File: src/rtl/package_param_streamer.sv
// Two-requester round-robin streamer that emits package-parameter constants as
// 32-bit words over a valid/ready port, one burst per grant.
package cocotb_package_pkg_1;
  localparam int          five_int    = 5;
  localparam logic [7:0]  eight_logic = 8'd8;
  localparam logic [63:0] long_param  = 64'hFFFF_FFFF_FFFF_FFFF;
endpackage

package cocotb_package_pkg_2;
  localparam int eleven_int = 11;
endpackage

localparam int unit_four_int = 4;

module package_param_streamer #(
  parameter int unsigned DATA_W = 32,
  parameter int unsigned IDX_W  = 2
) (
  input  logic              clk,
  input  logic              rst,
  input  logic [1:0]        req,
  output logic [1:0]        gnt,
  output logic              out_valid,
  input  logic              out_ready,
  output logic [DATA_W-1:0] out_data,
  output logic [IDX_W:0]    out_tag,
  output logic              out_last,
  output logic              busy,
  output logic [1:0]        done
);

  localparam logic [IDX_W-1:0] A_LAST = IDX_W'(3);
  localparam logic [IDX_W-1:0] B_LAST = IDX_W'(1);

  if (DATA_W != 32) begin : g_bad_width
    $error("package_param_streamer: only DATA_W == 32 is supported");
  end

  typedef enum logic [1:0] {ST_IDLE, ST_SEND, ST_DONE} state_t;

  // Word table: set A (src 0) then set B (src 1), sourced from the packages.
  function automatic logic [DATA_W-1:0] word_of(input logic s, input logic [IDX_W-1:0] i);
    logic [DATA_W-1:0] w;
    w = '0;
    if (!s) begin
      case (i)
        IDX_W'(0): w = DATA_W'(cocotb_package_pkg_1::five_int);
        IDX_W'(1): w = DATA_W'(cocotb_package_pkg_1::eight_logic);
        IDX_W'(2): w = DATA_W'(cocotb_package_pkg_1::long_param[31:0]);
        default:   w = DATA_W'(cocotb_package_pkg_1::long_param[63:32]);
      endcase
    end else begin
      w = (i == IDX_W'(0)) ? DATA_W'(cocotb_package_pkg_2::eleven_int)
                           : DATA_W'(unit_four_int);
    end
    return w;
  endfunction

  function automatic logic last_of(input logic s, input logic [IDX_W-1:0] i);
    return s ? (i == B_LAST) : (i == A_LAST);
  endfunction

  state_t            state, state_nxt;
  logic              src, src_nxt;
  logic              rr_ptr, rr_ptr_nxt;
  logic [IDX_W-1:0]  idx, idx_nxt, idx_inc;
  logic              sel, beat;
  logic [1:0]        gnt_nxt, done_nxt;
  logic              out_valid_nxt, out_last_nxt, busy_nxt;
  logic [DATA_W-1:0] out_data_nxt;
  logic [IDX_W:0]    out_tag_nxt;

  // Next-state and registered-output decode; outputs hold unless updated.
  always_comb begin
    state_nxt     = state;
    src_nxt       = src;
    rr_ptr_nxt    = rr_ptr;
    idx_nxt       = idx;
    gnt_nxt       = gnt;
    done_nxt      = 2'b00;
    out_valid_nxt = out_valid;
    out_data_nxt  = out_data;
    out_tag_nxt   = out_tag;
    out_last_nxt  = out_last;
    sel           = req[rr_ptr] ? rr_ptr : ~rr_ptr;
    beat          = out_valid & out_ready;
    idx_inc       = idx + IDX_W'(1);

    case (state)
      ST_IDLE: begin
        if (req != 2'b00) begin
          state_nxt     = ST_SEND;
          src_nxt       = sel;
          idx_nxt       = '0;
          gnt_nxt       = sel ? 2'b10 : 2'b01;
          out_valid_nxt = 1'b1;
          out_data_nxt  = word_of(sel, '0);
          out_tag_nxt   = {sel, IDX_W'(0)};
          out_last_nxt  = last_of(sel, '0);
        end
      end
      ST_SEND: begin
        if (beat) begin
          if (out_last) begin
            state_nxt     = ST_DONE;
            gnt_nxt       = 2'b00;
            out_valid_nxt = 1'b0;
            out_last_nxt  = 1'b0;
            done_nxt      = src ? 2'b10 : 2'b01;
          end else begin
            idx_nxt      = idx_inc;
            out_data_nxt = word_of(src, idx_inc);
            out_tag_nxt  = {src, idx_inc};
            out_last_nxt = last_of(src, idx_inc);
          end
        end
      end
      ST_DONE: begin
        // Hand priority to the other side so a held request cannot starve it.
        rr_ptr_nxt = ~src;
        state_nxt  = ST_IDLE;
      end
      default: state_nxt = ST_IDLE;
    endcase

    busy_nxt = (state_nxt != ST_IDLE);
  end

  always_ff @(posedge clk or posedge rst) begin
    if (rst) begin
      state     <= ST_IDLE;
      src       <= 1'b0;
      rr_ptr    <= 1'b0;
      idx       <= '0;
      gnt       <= 2'b00;
      done      <= 2'b00;
      out_valid <= 1'b0;
      out_data  <= '0;
      out_tag   <= '0;
      out_last  <= 1'b0;
      busy      <= 1'b0;
    end else begin
      state     <= state_nxt;
      src       <= src_nxt;
      rr_ptr    <= rr_ptr_nxt;
      idx       <= idx_nxt;
      gnt       <= gnt_nxt;
      done      <= done_nxt;
      out_valid <= out_valid_nxt;
      out_data  <= out_data_nxt;
      out_tag   <= out_tag_nxt;
      out_last  <= out_last_nxt;
      busy      <= busy_nxt;
      // Set B is two words long; its upper index values must never be reached.
      if (state == ST_SEND) assert (!src || idx <= B_LAST);
    end
  end

endmodule

File: config.mk
export PLATFORM = sky130hd
export DESIGN_NAME = package_param_streamer
export DESIGN_NICKNAME = d
export VERILOG_FILES = /design/src/rtl/package_param_streamer.sv
export SDC_FILE = /design/constraint.sdc
export NUM_CORES = 1
export LEC_CHECK = 0
export BUFFER_PORTS_ARGS = -buffer_cell sky130_fd_sc_hd__buf_4
export CAP_MARGIN = 20
export CORE_ASPECT_RATIO = 0.9
export CORE_MARGIN = 2
export CORE_UTILIZATION = 47
export DETAILED_ROUTE_END_ITERATION = 7
export PLACE_DENSITY = 0.75
export SYNTH_ARGS = -nofsm -noshare
export SYNTH_HDL_FRONTEND = slang
export SYNTH_SLANG_ARGS = --single-unit
File: constraint.sdc
create_clock -name clk -period 1.8 [get_ports clk]
set_input_delay 0.18 -clock clk [delete_from_list [all_inputs] [get_ports clk]]
set_output_delay 0.18 -clock clk [all_outputs]
set_load 0.01 [all_outputs]
# Word-level counts from Yosys, hierarchy flattened

Index checks and enable logic that the tools add are counted.

Output and inout port bits: 42
Word-level logic and storage cells: 74
Input port bits: 5
Register bits: 48

Reduce and logical (&&, ||, !) cells: 9
Multiplexer cells: 41
Equality and inequality tests: 8
$add $sub $neg: 1
$lt $le $gt $ge: 1
Bitwise logic cells: 3

Operator list:

| operator            | count |
|---|---|
| $mux 32             | 4 |
| $pmux 32 s2         | 2 |
| $mux 2              | 14 |
| $pmux 2 s2          | 3 |
| $mux 1              | 10 |
| $mux 3              | 3 |
| $mux 4              | 2 |
| $ne 2x2->1 const B  | 4 |
| $reduce_and 4->1    | 2 |
| $pmux 3 s2          | 1 |
| $reduce_bool 2->1   | 3 |
| $eq 2x1->1 const B  | 2 |
| $eq 2x2->1 const B  | 2 |
| $logic_not 2->1     | 2 |
| $pmux 1 s2          | 2 |
| $reduce_and 3->1    | 1 |
| $add 2x1->2 const B | 1 |
| $lt 1x2->1 const B  | 1 |
| $not 1->1           | 2 |
| $reduce_and 2->1    | 1 |
| $and 1x1->1         | 1 |

# Longest topological paths before layout

Depth after elaboration: 7
Depth in mapped cells: 5
Depth with buffers taken out: 5

# Worst setup path before layout

No wires, ideal clock.

Path type: reg-to-reg
Start: reg out_last
End: reg out_data[30]
Stages on the path, launching flop included: 6
Required time: 1664 ps
Clock period less this slack: 1390 ps
Path slack: 410 ps
Arrival time: 1254 ps
Setup time: 136 ps
Buffers on the path: 1
Cells stage by stage: dfrtp_1 nand3b_1 a211o_1 buf_2 nand2_1 o31ai_1

Longest elaborated chain between the ends: 2

RTL lines:

| item                       | RTL line | RTL |
|---|---|---|
| start, declared            | 27       | `output logic out_last,` |
| start signal, assigned     | 152      | `out_last <= out_last_nxt;` |
| $ne 2x2->1 (no line)       | n/a      |  |
| $reduce_and 4->1 (no line) | n/a      |  |
| end signal, assigned       | 150      | `out_data <= out_data_nxt;` |
| end, declared              | 25       | `output logic [DATA_W-1:0] out_data,` |

Every way passes these cells.
A chain may end at the register's enable or synchronous reset.

# Final worst setup path

Start: reg state[0]
End: reg out_data[2]

Longest elaborated chain between the ends: 3
Elaborated cells on any way between the ends: 8
Classes of those cells: 4 x eq/ne; 1 x mux; 3 x reduce/logical

RTL lines:

| item                                                      | RTL line | RTL |
|---|---|---|
| start, declared                                           | 63       | `state_t state, state_nxt;` |
| start signal, assigned                                    | 143      | `state <= state_nxt;` |
| $eq 2x1->1 or $logic_not 2->1 (tied branches)             | 89       | `case (state)` |
| $ne 2x2->1 (no line) or $reduce_bool 2->1 (tied branches) | n/a      |  |
| $reduce_and 4->1 (no line)                                | n/a      |  |

Several ways; a longest one is shown, not always the timed one.

==> impl_metrics.tcl <==
set metrics [dict create \
    cts_setup_buffers 0 \
    outcome "finished with violations" \
    critPathCaptureType "flip-flop" \
    crit_required_ns 2.00 \
    drt-initial-drc-count 8 \
    grt_setup_unrepaired "false" \
    yosys_warnings 0 \
    synth_seq_cells 19 \
    wl_um 2000 \
    chipWidth_um 55.2 \
    final_common_cell "buf_4" \
    regArea_um2 475 \
    fin_nets 154 \
    rrSetupSlack_ns 0.18 \
    core_um2 2200 \
    crit_path_start_kind "flip-flop" \
    skew_ns 0.00545 \
    final_cell_mix "buf_4 (48), dfrtp_1 (19), nand2_1 (17)" \
    post_cts_resized 0 \
    p_per_area_nw_per_um2 1670 \
    wl_per_cell_um 11.8 \
    h-tree-depth 1 \
    cts.path.max_buffers 2 \
    synth_top_area_share_pct 42.9 \
    fill_cells 193 \
    io_pins 47 \
    synthesis.instances 121 \
    hold_viol 19 \
    violations "negative hold slack" \
    synth_cell_types 25 \
    clock-root-buffer "clkbuf_4" \
    power_w 0.00219 \
    post-route-min-period_ns 1.62 \
    maxSlewHeadroom_pct 54.3 \
    grt_pass1_vias 714 \
    gr-total-overflow 0 \
    r2r_start "state[0]" \
    ant_nets 0 \
    syn_nets 131 \
    hold_buffers 0 \
    numPortBuffers 46 \
    holdWs_ns -0.0293 \
    design.die.area_um2 2760 \
    die_h_um 50.1 \
    row_count 16 \
    grt_max_degree 29 \
    timing.fmax_mhz 619 \
    critPathMaxFanout 15 \
    setup_viol 0 \
    vias 832 \
    design_area_um2 1310 \
    hold_path_class "input pin to asynchronous set/reset pin" \
    report.final.slew_viol_count 0 \
    critPathKind "flip-flop to flip-flop" \
    totalNegativeSetupSlack_ns 0 \
    vias_per_cell 4.89 \
    area_growth_pct 18.4 \
    fin_crit_sh_pct 89.8 \
    r2r_end "out_data[2]" \
    multi_input_comb_area_um2 389 \
    routabilityCongestion 0.870 \
    worstPathArrival_ns 1.81 \
    cellLeakagePower_nw 0.687 \
    cts_sinks 19 \
    ir_drop_v 0.000975 \
    synth_area_leaders "dfrtp_1 (43%), buf_4 (18%), o21ai_0 (5.9%), nand2_1 (5.8%), ha_1 (5.6%)" \
    drc 0 \
    netlist_area_um2 1110 \
    antenna_found_initial 0 \
    clk_pin_slew_worst_paths_ns 0.11 \
    synth_top_area_cell "dfrtp_1" \
    ys_seq_area_share_pct 42.9 \
    cts_tree "done" \
    drive_gt1_share_pct 37.8 \
    initial_utilization_pct 50.3 \
    clock_latency_ns 0.30 \
    worst-slew-pin-transition_ns 0.685 \
    grt_pass1_wl_um 3140 \
    grtUsageTotal_pct 16.0 \
    dr.pass1.iters 4 \
    syn_area_per_cell_um2 9.15 \
    cts_buffers 3 \
    r2r_cells 3 \
    postPlaceCellArea_um2 1280 \
    diodes 0 \
    maxCapViolCount 0 \
    dpl.hpwl_um 1530 \
]
routing by layer:
metal  GRT usage (%)  wire [um]  vias to the layer above
li1                -          -                      414
met1            20.7        892                      371
met2            25.4        873                       44
met3            3.64        215                        3
met4            6.10         21                        0
met5               0          0                        -
registers in the layout, summed over array words and instances (netlist names):
signal     cells
done           2
out_last       1
busy           1
out_data       5
out_valid      1
out_tag        3
state          2
gnt            2
rr_ptr         1
src            1
where the power goes:
| group | total, W | internal [W] | switching (W) | leakage (nW) |
|---|---|---|---|---|
| Clock | 0.000217 | 0.0000865 | 0.000131 | 0.0150 |
| Sequential | 0.000770 | 0.000597 | 0.000173 | 0.232 |
| Combinational | 0.00120 | 0.000587 | 0.000618 | 0.440 |
| Total | 0.00219 | 0.00127 | 0.000922 | 0.687 |
cell type report:
type	instances	area share, %
clock buffer	4	2.00
inverter	7	2.00
multi-input combinational	65	29.7
sequential	19	36.3
tap	27	2.58
timing repair buffer	48	27.5
worst max-delay path, cell delays in order, from the launching register on:
cell and delay, ns:
dfrtp_1 0.48, nor3_2 0.29, a211o_1 0.37, mux2_2 0.38
worst max-delay path by stage:
stage / startpoint / end / slack (ns) / cells after the start
2_1_floorplan: out_last / out_data[30] / 0.41 / 5
3_3_place_gp: state[0] / out_data[2] / 0.26 / 3
3_5_place_dp: state[0] / out_data[2] / 0.20 / 3
4_1_cts: state[0] / out_data[2] / 0.18 / 3
5_1_grt: state[0] / out_data[2] / 0.06 / 3
6_report: state[0] / out_data[2] / 0.18 / 3
through the flow:
stage / util (%) / setup slack (ns) / hold slack, ns / std cells
CTS: 59.5 / 0.180 / 0.0108 / 170
global placement: 58.4 / 0.264 / 0.335 / 166
detailed placement: 58.4 / 0.200 / 0.335 / 166
floorplan: - / 0.410 / 0.131 / 121
finish: 59.5 / 0.184 / -0.0293 / 170
global route: 59.5 / 0.0575 / 0.0396 / 170
cells by family after synthesis:
logic type,Yosys count,synth area share [%]
AOI/OAI and AO/OA,22,12.0
adders and majority gates,5,5.65
buffers and inverters,37,21.9
DFF,19,42.9
muxes,3,2.94
and+or+nand+nor,35,14.6
Yosys cell counts (all sizes together):
library cell and count:
nor2b 3, or3 1, buf 29, o211ai 1, nand2b 1, a21boi 1, a211oi 1, inv 7
nand3 2, nor3 5, clkbuf 1, nand2 17, mux2i 1, nor2 5, o21a 2, nand3b 1
o21ai 13, a211o 1, mux2 2, dfrtp 19, o22ai 1, ha 5, o31ai 2
Power figures use the tool's default switching activity.
